[config.mk]
export PLATFORM = sky130hd
export DESIGN_NAME = cu_gen2
export DESIGN_NICKNAME = d
export VERILOG_FILES = /design/src/rtl/cu_gen2_pkg.sv /design/src/rtl/cu_opdecode.sv /design/src/rtl/cu_gen2.sv
export SDC_FILE = /design/constraint.sdc
export NUM_CORES = 1
export LEC_CHECK = 0
export ABC_AREA = 1
export CORE_MARGIN = 3
export CORE_UTILIZATION = 45
export DETAILED_ROUTE_END_ITERATION = 8
export HOLD_SLACK_MARGIN = 0.05
export PLACE_DENSITY = 0.86
export SLEW_MARGIN = 20
export SYNTH_ARGS = -nofsm -noshare
export SYNTH_HDL_FRONTEND = slang
export SYNTH_HIERARCHICAL = 1
export SYNTH_SLANG_ARGS = --single-unit
[constraint.sdc]
create_clock -name CU_clk -period 2.4 [get_ports CU_clk]
set_input_delay 0.24 -clock CU_clk [delete_from_list [all_inputs] [get_ports CU_clk]]
set_output_delay 0.24 -clock CU_clk [all_outputs]
set_load 0.01 [all_outputs]
[src/rtl/cu_gen2_pkg.sv]
// Shared definitions for the gen-2 control unit: state codes, opcodes, ALU modes,
// decoded-op record and small decode helpers.
package cu_gen2_pkg;

   localparam logic [4:0] S_FETCH_A = 5'd0;
   localparam logic [4:0] S_FETCH_M = 5'd1;
   localparam logic [4:0] S_IR      = 5'd2;
   localparam logic [4:0] S_DEC     = 5'd3;
   localparam logic [4:0] S_ADDR    = 5'd4;
   localparam logic [4:0] S_LD_M    = 5'd5;
   localparam logic [4:0] S_LD_WB   = 5'd6;
   localparam logic [4:0] S_ST_M    = 5'd7;
   localparam logic [4:0] S_ST_W    = 5'd8;
   localparam logic [4:0] S_MOV_A   = 5'd9;
   localparam logic [4:0] S_WB      = 5'd10;
   localparam logic [4:0] S_MI      = 5'd11;
   localparam logic [4:0] S_ALU_A   = 5'd12;
   localparam logic [4:0] S_ALU_X   = 5'd13;
   localparam logic [4:0] S_JMP_A   = 5'd14;
   localparam logic [4:0] S_JMP_M   = 5'd15;
   localparam logic [4:0] S_JMP_L   = 5'd16;
   localparam logic [4:0] S_SKIP    = 5'd17;
   localparam logic [4:0] S_HALT    = 5'd18;

   // Opcodes as seen after zero-extension to 5 bits
   localparam logic [4:0] OPC_LD   = 5'b00000;
   localparam logic [4:0] OPC_ST   = 5'b00001;
   localparam logic [4:0] OPC_MI   = 5'b00010;
   localparam logic [4:0] OPC_MR   = 5'b00011;
   localparam logic [4:0] OPC_SUM  = 5'b00100;
   localparam logic [4:0] OPC_SUB  = 5'b00101;
   localparam logic [4:0] OPC_AND  = 5'b00110;
   localparam logic [4:0] OPC_CM   = 5'b00111;
   localparam logic [4:0] OPC_OR   = 5'b01000;
   localparam logic [4:0] OPC_ORI  = 5'b01001;
   localparam logic [4:0] OPC_XOR  = 5'b01010;
   localparam logic [4:0] OPC_XORI = 5'b01011;
   localparam logic [4:0] OPC_SUMI = 5'b01100;
   localparam logic [4:0] OPC_SUBI = 5'b01101;
   localparam logic [4:0] OPC_ANDI = 5'b01110;
   localparam logic [4:0] OPC_CMI  = 5'b01111;
   localparam logic [4:0] OPC_JMP  = 5'b10000;
   localparam logic [4:0] OPC_JZ   = 5'b10001;
   localparam logic [4:0] OPC_JC   = 5'b10010;
   localparam logic [4:0] OPC_HLT  = 5'b10011;
   localparam logic [4:0] OPC_NOP  = 5'b10100;

   localparam logic [2:0] MODE_ADD  = 3'b000;
   localparam logic [2:0] MODE_SUB  = 3'b001;
   localparam logic [2:0] MODE_CMP  = 3'b010;
   localparam logic [2:0] MODE_AND  = 3'b011;
   localparam logic [2:0] MODE_OR   = 3'b100;
   localparam logic [2:0] MODE_XOR  = 3'b101;
   localparam logic [2:0] MODE_IDLE = 3'b111;

   typedef enum logic [3:0] {
      CL_NONE = 4'd0,
      CL_LD   = 4'd1,
      CL_ST   = 4'd2,
      CL_MI   = 4'd3,
      CL_MR   = 4'd4,
      CL_ALU  = 4'd5,
      CL_JMP  = 4'd6,
      CL_JZ   = 4'd7,
      CL_JC   = 4'd8,
      CL_HLT  = 4'd9
   } op_class_t;

   typedef struct packed {
      op_class_t  cls;
      logic       is_imm;
      logic [2:0] mode;
      logic       writes_rf;
   } op_info_t;

   function automatic logic jump_taken(input op_class_t cls, input logic zero, input logic carry);
      logic taken;
      case (cls)
         CL_JMP:  taken = 1'b1;
         CL_JZ:   taken = zero;
         CL_JC:   taken = carry;
         default: taken = 1'b0;
      endcase
      return taken;
   endfunction

endpackage

[src/rtl/cu_opdecode.sv]
// Combinational opcode classifier: opcode -> class, immediate flag, ALU mode and
// whether the op ends with a register-file writeback.
module cu_opdecode
   import cu_gen2_pkg::*;
#(
   parameter int OPC_W = 4
) (
   input  logic [OPC_W-1:0] opc,
   output op_info_t         info
);

   logic [4:0] opc5;

   // Legacy 4-bit codes map onto the low half of the 5-bit space
   always_comb begin
      opc5 = 5'(opc);
      info = '{cls: CL_NONE, is_imm: 1'b0, mode: MODE_IDLE, writes_rf: 1'b0};
      case (opc5)
         OPC_LD:  begin info.cls = CL_LD; info.writes_rf = 1'b1; end
         OPC_ST:  info.cls = CL_ST;
         OPC_MI:  begin info.cls = CL_MI; info.writes_rf = 1'b1; end
         OPC_MR:  begin info.cls = CL_MR; info.writes_rf = 1'b1; end
         OPC_SUM, OPC_SUMI: begin info.cls = CL_ALU; info.mode = MODE_ADD; info.writes_rf = 1'b1; end
         OPC_SUB, OPC_SUBI: begin info.cls = CL_ALU; info.mode = MODE_SUB; info.writes_rf = 1'b1; end
         OPC_AND, OPC_ANDI: begin info.cls = CL_ALU; info.mode = MODE_AND; info.writes_rf = 1'b1; end
         OPC_OR,  OPC_ORI:  begin info.cls = CL_ALU; info.mode = MODE_OR;  info.writes_rf = 1'b1; end
         OPC_XOR, OPC_XORI: begin info.cls = CL_ALU; info.mode = MODE_XOR; info.writes_rf = 1'b1; end
         OPC_CM,  OPC_CMI:  begin info.cls = CL_ALU; info.mode = MODE_CMP; end
         OPC_JMP: info.cls = CL_JMP;
         OPC_JZ:  info.cls = CL_JZ;
         OPC_JC:  info.cls = CL_JC;
         OPC_HLT: info.cls = CL_HLT;
         default: info.cls = CL_NONE;
      endcase
      // Immediate ALU forms are 011xx and 010x1
      info.is_imm = (info.cls == CL_ALU) &&
                    ((opc5[4:2] == 3'b011) || ((opc5[4:3] == 2'b01) && opc5[0]));
   end

endmodule

[src/rtl/cu_gen2.sv]
// Second-generation control unit: registered state, combinational strobe/select decode
// with memory wait states, flag-driven jumps and halt.
module cu_gen2
   import cu_gen2_pkg::*;
#(
   parameter int DATA_W    = 8,
   parameter int OPC_W     = 4,
   parameter int REG_SEL_W = 2
) (
   input  logic                 CU_clk,
   input  logic                 CU_rst,
   input  logic [DATA_W-1:0]    CU_in,
   input  logic                 zero,
   input  logic                 carry,
   input  logic                 mem_ready,
   output logic [2:0]           Mode,
   output logic [REG_SEL_W-1:0] select,
   output logic [7:0]           State,
   output logic                 MBR_we,
   output logic                 IR_we,
   output logic                 PC_inc,
   output logic                 PC_load,
   output logic                 RF_we,
   output logic                 Acc_we,
   output logic                 MAR_we,
   output logic                 RAM_we,
   output logic                 ALU_mux,
   output logic                 RF_mux,
   output logic                 ALU_out_mux,
   output logic                 MAR_mux,
   output logic                 MBR_mux,
   output logic                 Data_imm,
   output logic                 Acc_imm,
   output logic                 halted
);

   logic [4:0]           state;
   logic [4:0]           next_state;
   logic [OPC_W-1:0]     opc;
   logic [REG_SEL_W-1:0] rd;
   logic [REG_SEL_W-1:0] rs;
   op_info_t             info;

   assign opc    = CU_in[DATA_W-1 -: OPC_W];
   assign rd     = CU_in[DATA_W-OPC_W-1 -: REG_SEL_W];
   assign rs     = CU_in[DATA_W-OPC_W-REG_SEL_W-1 -: REG_SEL_W];
   assign State  = {3'b000, state};
   assign halted = (state == S_HALT);

   cu_opdecode #(.OPC_W(OPC_W)) u_opdecode (
      .opc  (opc),
      .info (info)
   );

   // State register
   always_ff @(posedge CU_clk) begin
      if (CU_rst) state <= S_FETCH_A;
      else        state <= next_state;
   end

   // Sequencing; jump conditions are sampled while in S_DEC
   always_comb begin
      next_state = S_FETCH_A;
      case (state)
         S_FETCH_A: next_state = S_FETCH_M;
         S_FETCH_M: next_state = mem_ready ? S_IR : S_FETCH_M;
         S_IR:      next_state = S_DEC;
         S_DEC: begin
            case (info.cls)
               CL_LD, CL_ST:        next_state = S_ADDR;
               CL_MI:               next_state = S_MI;
               CL_MR:               next_state = S_MOV_A;
               CL_ALU:              next_state = S_ALU_A;
               CL_JMP, CL_JZ, CL_JC: next_state = jump_taken(info.cls, zero, carry) ? S_JMP_A : S_SKIP;
               CL_HLT:              next_state = S_HALT;
               default:             next_state = S_FETCH_A;
            endcase
         end
         S_ADDR:    next_state = (info.cls == CL_ST) ? S_ST_M : S_LD_M;
         S_LD_M:    next_state = mem_ready ? S_LD_WB : S_LD_M;
         S_ST_M:    next_state = S_ST_W;
         S_ST_W:    next_state = mem_ready ? S_FETCH_A : S_ST_W;
         S_MOV_A:   next_state = S_WB;
         S_ALU_A:   next_state = S_ALU_X;
         S_ALU_X:   next_state = info.writes_rf ? S_WB : S_FETCH_A;
         S_JMP_A:   next_state = S_JMP_M;
         S_JMP_M:   next_state = mem_ready ? S_JMP_L : S_JMP_M;
         S_HALT:    next_state = S_HALT;
         default:   next_state = S_FETCH_A;
      endcase
   end

   // Output decode; everything idles while reset is held
   always_comb begin
      Mode = MODE_IDLE;   select = {REG_SEL_W{1'b0}};
      MBR_we = 1'b0;  IR_we = 1'b0;  PC_inc = 1'b0;  PC_load = 1'b0;
      RF_we = 1'b0;   Acc_we = 1'b0; MAR_we = 1'b0;  RAM_we = 1'b0;
      ALU_mux = 1'b0; RF_mux = 1'b0; ALU_out_mux = 1'b0; MAR_mux = 1'b0;
      MBR_mux = 1'b0; Data_imm = 1'b0; Acc_imm = 1'b0;
      if (CU_rst) begin
         Mode = MODE_IDLE;
      end else begin
         case (state)
            S_FETCH_A: MAR_we = 1'b1;
            S_FETCH_M: begin MBR_we = 1'b1; PC_inc = mem_ready; end
            S_IR:      IR_we = 1'b1;
            S_ADDR:    begin MAR_we = 1'b1; MAR_mux = 1'b1; end
            S_LD_M:    MBR_we = 1'b1;
            S_LD_WB:   RF_we = 1'b1;
            S_ST_M:    begin MBR_mux = 1'b1; MBR_we = 1'b1; end
            S_ST_W:    RAM_we = 1'b1;
            S_MOV_A:   begin Acc_we = 1'b1; ALU_out_mux = 1'b1; select = rs; end
            S_WB:      begin RF_we = 1'b1; RF_mux = 1'b1; select = rd; end
            S_MI:      begin Data_imm = 1'b1; RF_we = 1'b1; select = rd; end
            S_ALU_A: begin
               Acc_we      = 1'b1;
               Acc_imm     = info.is_imm;
               ALU_out_mux = ~info.is_imm;
               select      = info.is_imm ? {REG_SEL_W{1'b0}} : rs;
            end
            S_ALU_X:   begin Acc_we = 1'b1; ALU_mux = 1'b1; select = rd; Mode = info.mode; end
            S_JMP_A:   MAR_we = 1'b1;
            S_JMP_M:   begin MBR_we = 1'b1; PC_inc = mem_ready; end
            S_JMP_L:   PC_load = 1'b1;
            S_SKIP:    PC_inc = 1'b1;
            default:   Mode = MODE_IDLE;
         endcase
      end
   end

endmodule

==> reports/metrics.yaml, run 1 <==
status: "completed"
numCtsBuffers: 3
overflow: 0
largest_registers: "state (5)"
drtPass1Iterations: 4
drive_above_1_share_pct: 8.850
wl_per_cell_um: 11.41
final_cells: 251
synth.most_common_cell: "nand2_1"
drt-total-wl_um: 2864
cts_tree: "yes"
worstSkewPairLatency_ns: 0.24
gp_congestion: 0.9458
ant_nets: 0
grt_max_degree: 16
pin_count: 42
synthDistinctLibCells: 25
syn_inst: 189
seqPwrFrac_pct: 27.7
grt.total_usage_pct: 22.40
setup.worst_path.start_class: "flop"
die_h_um: 51.64
cp_slowest_cell: "dfxtp_1"
p_int_w: 0.0002250
fmax_mhz: 426.2
async_flop_share_pct: 0
ys_ff_latch: 5
hold_class: "reg2reg"
largest_reg_flops: 5
yosysTopAreaCell: "nand2_1"
finalSetupViolations: 0
rows: 15
critical_path.max_fanout: 10
worstMarginPinSlew_ns: 0.5459
syn_to_final_growth_pct: 42.59
ir_worst_vdd_mv: 0.1872
worstPathArrival_ns: 2.11
yosysSeqAreaShare_pct: 10.68
fp.dieW_um: 51.64
synth_area_um2: 937.1
initial_utilization_pct: 50.95
dp_hpwl_um: 2325
period_minus_slack_ns: 2.346
finalCritPeriodShare_pct: 97.77
rsz0062_at_grt: "false"
finalSetupTns_ns: 0
io_buffer_count: 38
antenna_cells: 0
ys_top_cells_by_area: "nand2_1, nor2_1, dfxtp_1, inv_1, nand3_1"
cp_num_buf_inv: 2
dieArea_um2: 2666
cpPeakStageDelay_ns: 0.62
cts_setup_buffers: 0
grt_first_pass_wirelength_um: 4685
synth_top_area_share_pct: 24.03
hold_violations: 0
path_clk_slew_ns: 0.05
pre_cts_ws_ns: 0.1571
syn_area_per_cell_um2: 4.958
clockBufferDepth: 2
slew_headroom_pct: 63.49
maxSlewViolCount: 0
synth_flop_cell: "dfxtp_1"
crit_required_ns: 2.16
combPwrFrac_pct: 45.5
p_per_area_nw_per_um2: 277.4
drc: 0
p_switching_w: 0.0001457
crit_family: "buffers and inverters"
critPathCaptureType: "output pin"
synthTopCellsByCount: "nand2_1, nor2_1, inv_1, nand3_1, a21oi_1"
ctsHtreeMaxLevel: 1
synth_edf_count: 0
skew_ns: 0.002122
worst_slack_ns: 0.05362
pwr-share-clk_pct: 26.9
design.core.area_um2: 1839
first_iter_violations: 41
cts-root-buf: "clkbuf_4"
fillers: 183
yosysWarnings: 6
swShare_pct: 39.30
antenna_found_initial: 0
max-cap-violations: 0
largest_register: "state"
r2r-start: "state[4]$_SDFF_PP0_"
grt_pass1_vias: 1192
nets: 240
clock-sinks: 5
leakage_nw: 0.6875
viasPerCell: 5.143
crit_type: "reg2out"
crit_path_start: "state[4]$_SDFF_PP0_"
min_from: "state[2]$_SDFF_PP0_"
dp.cells: 247
path_cells: "inv_1 > nor4_1 > clkdlybuf4s50_1"
vias: 1291
cell type report:
type	instances	area (um2)	share of cell area, %
sequential	5	102.6	7.678
clock buffer	4	26.28	1.966
timing repair buffer	39	387.9	29.03
inverter	30	112.6	8.427
multi-input combinational	148	675.6	50.56
tap	25	31.28	2.341
cells by family after synthesis:
family	share of synthesized area, %
DFF	10.68
buffers and inverters	18.02
AOI/OAI and AO/OA	9.346
and+or+nand+nor	61.15
other	0.8014
through the flow:
stage,hold WS [ns],area [um2],power (W),utilization (%)
after floorplan,0.5047,944.7,0.0002078,-
after global placement,0.7060,1308,0.0002630,71.09
after detailed placement,0.7225,1308,0.0002673,71.09
after CTS,0.7316,1334,0.0003682,72.52
after global routing,0.7526,1336,0.0003966,72.65
final,0.7490,1336,0.0003707,72.65
repair_timing:
item	CTS	global route
hold buffers	0	0
gates resized for setup	0	2
endpoints found under the hold margin	0	0
endpoints found under the setup margin	0	3
metal layers:
metal | track usage, % | up-vias | wire length (um)
met5 | 0 | - | 0
met4 | 7.860 | 0 | 27
met3 | 2.006 | 4 | 257
met2 | 42.37 | 68 | 1396
met1 | 25.83 | 564 | 1183
li1 | - | 655 | -
worst reg2reg max path: stages, from the launching register on:
cell and delay, ns:
dfxtp_1 0.62, inv_1 0.20, nand4_1 0.16, nand3_1 0.08, nor2_1 0.10, nand3_1 0.07
nand2_1 0.07, inv_1 0.04
layout by cell type, fill, tap and decap left out:
cell             Yosys  layout
a21oi_1              6       6
a221oi_1             1       1
a31oi_1              1       1
buf_4                5       1
clkbuf_1             2       1
clkbuf_4             0       3
clkdlybuf4s50_1      0      38
conb_1               2       4
dfxtp_1              5       3
dfxtp_2              0       2
inv_1               26      26
inv_2                4       4
nand2_1             60      60
nand2_2              2       2
nand2_4              1       1
nand3_1             19      19
nand3_2              1       1
nand4_1              2       2
nor2_1              33      33
nor2_2               4       4
nor2_4               1       1
nor3_1               1       1
nor3_4               1       1
nor4_1               4       4
o21a_1               2       2
o21ai_0              4       4
o21bai_1             1       1
power by group through the flow:
stage / Clock [W] / Sequential, W / Combinational, W
after global placement: 0 / 0.000102 / 0.000161
after global routing: 0.000108 / 0.000103 / 0.000186
final: 0.0000996 / 0.000103 / 0.000169
after detailed placement: 0 / 0.000103 / 0.000165
after CTS: 0.000102 / 0.000101 / 0.000166
after floorplan: 0 / 0.0000987 / 0.000109
worst paths after layout:
| path | end | slack [ns] | cells after the start |
|---|---|---|---|
| worst max-delay path | PC_load | 0.05 | 3 |
| worst min-delay path | state[2]$_SDFF_PP0_ | 0.75 | 4 |
| worst max register to register | state[1]$_SDFF_PP0_ | 0.96 | 7 |
| worst min register to register | state[2]$_SDFF_PP0_ | 0.75 | 4 |
No activity file was read; power rests on OpenSTA's default activity.
==> inputs of run 2 (changes only) <==
--- a/config.mk
+++ b/config.mk
@@ -7,10 +7,10 @@
 export LEC_CHECK = 0
 export ABC_AREA = 1
 export CORE_MARGIN = 3
-export CORE_UTILIZATION = 45
+export CORE_UTILIZATION = 35
 export DETAILED_ROUTE_END_ITERATION = 8
 export HOLD_SLACK_MARGIN = 0.05
-export PLACE_DENSITY = 0.86
+export PLACE_DENSITY = 0.69
 export SLEW_MARGIN = 20
 export SYNTH_ARGS = -nofsm -noshare
 export SYNTH_HDL_FRONTEND = slang
==> reports/metrics.yaml, run 2 (synthesis gave the netlist of run 1 again) <==
status: "completed"
antenna_cells: 0  # unchanged
grt_first_pass_wirelength_um: 4664  # -0.45%
numCtsBuffers: 3  # unchanged
cts_setup_buffers: 0  # unchanged
grt_max_degree: 13  # -3
skew_ns: 0.007665  # +0.005543 ns
clockBufferDepth: 2  # unchanged
cts-hold-fix-buffers: 0  # unchanged
grt.total_usage_pct: 17.06  # -5.3 points
p_per_area_nw_per_um2: 274.8  # -0.94%
top_layer_used: "met4"
wl_met3_um: 170  # -34%
final_cells: 257  # +2.4%
viasPerCell: 4.872  # -5.3%
clock-sinks: 5  # unchanged
leakage_nw: 0.6969  # +1.4%
critPathCaptureType: "output pin"
largest_reg_flops: 5  # unchanged
crit_type: "reg2out"
drtPass1Iterations: 5  # +1
drive_above_1_share_pct: 9.692  # +0.84 points
wl_per_cell_um: 10.60  # -7.1%
final_common_cell: "nand2_1"
cts-root-buf: "clkbuf_4"
dp_hpwl_um: 2223  # -4.4%
die_h_um: 57.75  # +12%
rows: 18  # +3
initial_utilization_pct: 37.15  # -14 points
dieArea_um2: 3334  # +25%
worstPathArrival_ns: 2.00  # -0.11 ns
design.core.area_um2: 2522  # +37%
period_minus_slack_ns: 2.243  # -0.1038 ns
worstSkewPairLatency_ns: 0.25  # about the same
ctsHtreeMaxLevel: 1  # unchanged
critical_path.max_fanout: 6  # -4
hold_class: "reg2reg"
finalSetupTns_ns: 0  # unchanged
nets: 241  # +0.42%
first_iter_violations: 37  # -9.8%
maxSlewViolCount: 0  # unchanged
io_buffer_count: 38  # unchanged
met1Wirelength_um: 1297  # +9.6%
syn_to_final_growth_pct: 44.73
largest_register: "state"
drt-total-wl_um: 2724  # -4.9%
wl_met2_um: 1215  # -13%
largest_registers: "state (5)"
crit_required_ns: 2.16  # about the same
cts_tree: "yes"
gp_congestion: 0.8682  # -8.2%
ir_worst_vdd_mv: 0.1604  # -14%
path_clk_slew_ns: 0.05  # about the same
cts-resized-gates: 0  # unchanged
ant_nets: 0  # unchanged
vias: 1252  # -3.0%
setup.worst_path.start_class: "flop"
drc: 0  # unchanged
dp.cells: 253  # +2.4%
fp.dieW_um: 57.75  # +12%
overflow: 0  # unchanged
hold_violations: 0  # unchanged
pin_count: 42  # unchanged
max-cap-violations: 0  # unchanged
finalSetupViolations: 0  # unchanged
finalCritPeriodShare_pct: 93.44  # -4.3 points
rsz0062_at_grt: "false"
grt_pass1_vias: 1119  # -6.1%
fmax_mhz: 445.9  # +4.6%
mostFrequentLayoutCells: "nand2_1, clkdlybuf4s50_1, nor2_1"
antenna_found_initial: 0  # unchanged
## run 2: cell count changes in the layout (fill, tap and decap cells not counted)
cell / previous run / this run
nor2_4: 1 / 2
clkinv_2: 0 / 1
clkbuf_1: 1 / 0
nor2_2: 4 / 3
buf_4: 1 / 2
## run 2: metrics by stage
stage                     utilization [%]  hold WS, ns  cell area, um2  total power (W)  worst slack, ns
after floorplan                         -       0.5047           944.7        0.0002078           0.9328
after global placement              52.38       0.7061            1321        0.0002697           0.3274
after detailed placement            52.38       0.7078            1321        0.0002688           0.3034
after CTS                           53.47       0.7413            1349        0.0003696           0.1126
after global routing                53.77       0.8169            1356        0.0004072          0.02077
final                               53.77       0.7386            1356        0.0003727           0.1574
## run 2: critical path: stages (launching register included)
cell             delay, ns
dfxtp_1               0.51
nand2_4               0.08
nor2_4                0.15
nand3_1               0.12
a221oi_1              0.29
clkdlybuf4s50_1       0.59
## run 2: path summary, 6_finish.rpt
check                                         start                  end  slack [ns]  cells past startpoint
worst max register to register  state[1]$_SDFF_PP0_  state[2]$_SDFF_PP0_        0.96                      6
worst max-delay path            state[1]$_SDFF_PP0_               PC_inc        0.16                      5
worst min-delay path            state[3]$_SDFF_PP0_  state[2]$_SDFF_PP0_        0.74                      3
worst min register to register  state[3]$_SDFF_PP0_  state[2]$_SDFF_PP0_        0.74                      3
## run 2: where the power goes
| part | total [W] | internal (W) | leakage [nW] | switching [W] |
|---|---|---|---|---|
| sequential | 0.000100 | 0.0000891 | 0.0415 | 0.0000109 |
| combinational | 0.000172 | 0.0000745 | 0.638 | 0.0000976 |
| clock | 0.000101 | 0.0000606 | 0.0177 | 0.0000399 |
| total | 0.000373 | 0.000224 | 0.697 | 0.000148 |
## run 2: layout make-up
cell class	instances	area (um2)
fillers	287	1166
multi-input cells	148	680.7
repair buffers	40	395.4
inverters	30	112.6
flip-flops and latches	5	102.6
well taps	30	37.54
clock buffers	3	22.52
clock inverters	1	5.005
## run 2: layer usage
| layer | global-route usage, % | vias up |
|---|---|---|
| li1 | - | 657 |
| met4 | 6.954 | 0 |
| met5 | 0 | - |
| met2 | 26.29 | 44 |
| met3 | 1.559 | 4 |
| met1 | 24.29 | 547 |
==> inputs of run 3 (changes only) <==
--- a/config.mk
+++ b/config.mk
@@ -7,10 +7,9 @@
 export LEC_CHECK = 0
 export ABC_AREA = 1
 export CORE_MARGIN = 3
-export CORE_UTILIZATION = 35
+export CORE_UTILIZATION = 25
 export DETAILED_ROUTE_END_ITERATION = 8
 export HOLD_SLACK_MARGIN = 0.05
-export PLACE_DENSITY = 0.69
 export SLEW_MARGIN = 20
 export SYNTH_ARGS = -nofsm -noshare
 export SYNTH_HDL_FRONTEND = slang
==> constraint.sdc (replaced) <==
create_clock -name CU_clk -period 2.4 [get_ports CU_clk]
set_input_delay 0.24 -clock CU_clk [delete_from_list [all_inputs] [get_ports CU_clk]]
set_output_delay 0.24 -clock CU_clk [all_outputs]
set_load 0.1 [all_outputs]
==> reports/metrics.yaml, run 3 (synthesis gave the netlist of run 1 again) <==
status: "completed"
critPathCaptureType: "output pin"
ir_worst_vdd_mv: 0.1765  # +10%
clockBufferDepth: 2  # unchanged
numCtsBuffers: 3  # unchanged
first_iter_violations: 69  # +86%
ff2ff_setup_slack_ns: 0.94  # -0.02 ns
die_h_um: 67.23  # +16%
swShare_pct: 48.36  # +8.5 points
io_buffer_count: 38  # unchanged
cp_num_buf_inv: 3  # +2
finalSetupViolations: 0  # unchanged
path_cells: "inv_2 > nand2_1 > nor2_2 > nand2_2 > nand2_2 > nand3_1 > nand2_1 > nand2_1 > inv_1 > buf_12"
dp_hpwl_um: 2561  # +15%
cts-root-buf: "clkbuf_8"
period_minus_slack_ns: 1.982  # -0.2608 ns
fmax_mhz: 504.6  # +13%
initial_utilization_pct: 27.02  # -10 points
crit_required_ns: 2.16  # about the same
skew_ns: 0.0004547  # -0.007210 ns
clock-sinks: 5  # unchanged
p_int_w: 0.0002900  # +29%
seqPwrFrac_pct: 18.1  # -8.7 points
gr-usage-met2_pct: 23.80  # -2.5 points
fillers: 350  # +22%
ant_nets: 0  # unchanged
p_per_area_nw_per_um2: 326.4  # +19%
cts_tree: "yes"
cts-resized-gates: 0  # unchanged
drtPass1Iterations: 4  # -1
crit_type: "reg2out"
antenna_cells: 0  # unchanged
viasPerCell: 4.582  # -5.9%
pwr-share-clk_pct: 28.2  # +1.2 points
leakage_nw: 0.8495  # +22%
final_common_cell: "nand2_1"
hold_class: "reg2reg"
rows: 21  # +3
largest_registers: "state (5)"
max-cap-violations: 0  # unchanged
dieArea_um2: 4519  # +36%
grtUsageMet3_pct: 3.827  # +2.3 points
mostFrequentLayoutCells: "nand2_1, nor2_1, inv_1"
design.core.area_um2: 3468  # +38%
cp_slowest_cell: "dfxtp_2"
cts-hold-fix-buffers: 0  # unchanged
combPwrFrac_pct: 53.6  # +7.4 points
grt_pass1_vias: 1143  # +2.1%
overflow: 0  # unchanged
fp.dieW_um: 67.23  # +16%
drc: 0  # unchanged
grt_use_met1_pct: 17.20  # -7.1 points
hold_violations: 0  # unchanged
antenna_found_initial: 0  # unchanged
drive_above_1_share_pct: 30.40  # +21 points
worstSkewPairLatency_ns: 0.22  # -0.03 ns
final_cells: 273  # +6.2%
syn_to_final_growth_pct: 83.58
p_switching_w: 0.0002716  # +83%
grt_first_pass_wirelength_um: 4974  # +6.6%
drt-total-wl_um: 2959  # +8.6%
path_clk_slew_ns: 0.04  # about the same
cts_setup_buffers: 0  # unchanged
rsz0062_at_grt: "false"
wl_per_cell_um: 10.84  # +2.3%
ctsHtreeMaxLevel: 1  # unchanged
largest_reg_flops: 5  # unchanged
grt.total_usage_pct: 13.88  # -3.2 points
largest_register: "state"
worstPathArrival_ns: 1.74  # -0.26 ns
maxSlewViolCount: 0  # unchanged
dp.cells: 269  # +6.3%
grt_max_degree: 12  # -1
pin_count: 42  # unchanged
whs_ns: 0.6459  # -0.09271 ns
setup.worst_path.start_class: "flop"
cpPeakStageDelay_ns: 0.35  # -0.24 ns
crit_family: "simple AND/OR/NAND/NOR gates"
gp_congestion: 0.8506  # -2.0%
crit_path_frequent_cell: "nand2_1"
critical_path.max_fanout: 4  # -2
grt-busiest-layer: "met2"
vias: 1251  # -0.080%
finalCritPeriodShare_pct: 82.58  # -11 points
nets: 241  # unchanged
## run 3: changes by cell type in the layout (fill, tap and decap cells not counted), sizes merged
cell           delta
clkdlybuf4s50    -26
buf              +26
## run 3: worst register-to-register path, delay by kind of cell (launching register included)
family | cells | cell delay (ns)
flip-flops | 1 | 0.46
buffers and inverters | 1 | 0.07
AND/OR/NAND/NOR | 8 | 0.82
## run 3: through the flow
step	setup TNS, ns	util (%)	instance area [um2]	setup WS [ns]	power [W]
2_1_floorplan	-0.2174	-	1092	-0.1087	0.0003272
3_3_place_gp	0	48.27	1674	0.4746	0.0004033
3_5_place_dp	0	48.27	1674	0.4244	0.0004036
4_1_cts	0	49.60	1720	0.4133	0.0005650
5_1_grt	0	49.60	1720	0.2716	0.0005964
6_report	0	49.60	1720	0.4181	0.0005616
## run 3: per-layer routing
metal / share of wire (%) / vias to the layer above
met5: 0 / -
met4: 0.61 / 0
met3: 9.5 / 2
met2: 48 / 54
met1: 42 / 532
li1: - / 663
## run 3: layout make-up
type                    count  area [um2]  area share, %
clock inverters             1       5.005         0.2909
multi-input cells         148       814.5          47.35
flip-flops and latches      5       108.9          6.327
inverters                  30       112.6          6.545
repair buffers             40       580.6          33.75
clock buffers               3       41.29          2.400
well taps                  46       57.56          3.345
## run 3: final timing paths
path                                       endpoint                start  cells past startpoint
worst max-delay path                      select[0]  state[0]$_SDFF_PP0_                     10
worst min-delay path            state[2]$_SDFF_PP0_  state[3]$_SDFF_PP0_                      3
worst max register to register  state[3]$_SDFF_PP0_  state[1]$_SDFF_PP0_                      9
worst min register to register  state[2]$_SDFF_PP0_  state[3]$_SDFF_PP0_                      3
## run 3: power by group through the flow
stage / Combinational [W] / Clock [W] / Sequential (W)
floorplan: 0.000193 / 0 / 0.000134
global placement: 0.000300 / 0 / 0.000103
detailed placement: 0.000300 / 0 / 0.000103
CTS: 0.000301 / 0.000162 / 0.000102
global route: 0.000322 / 0.000171 / 0.000103
finish: 0.000301 / 0.000159 / 0.000102
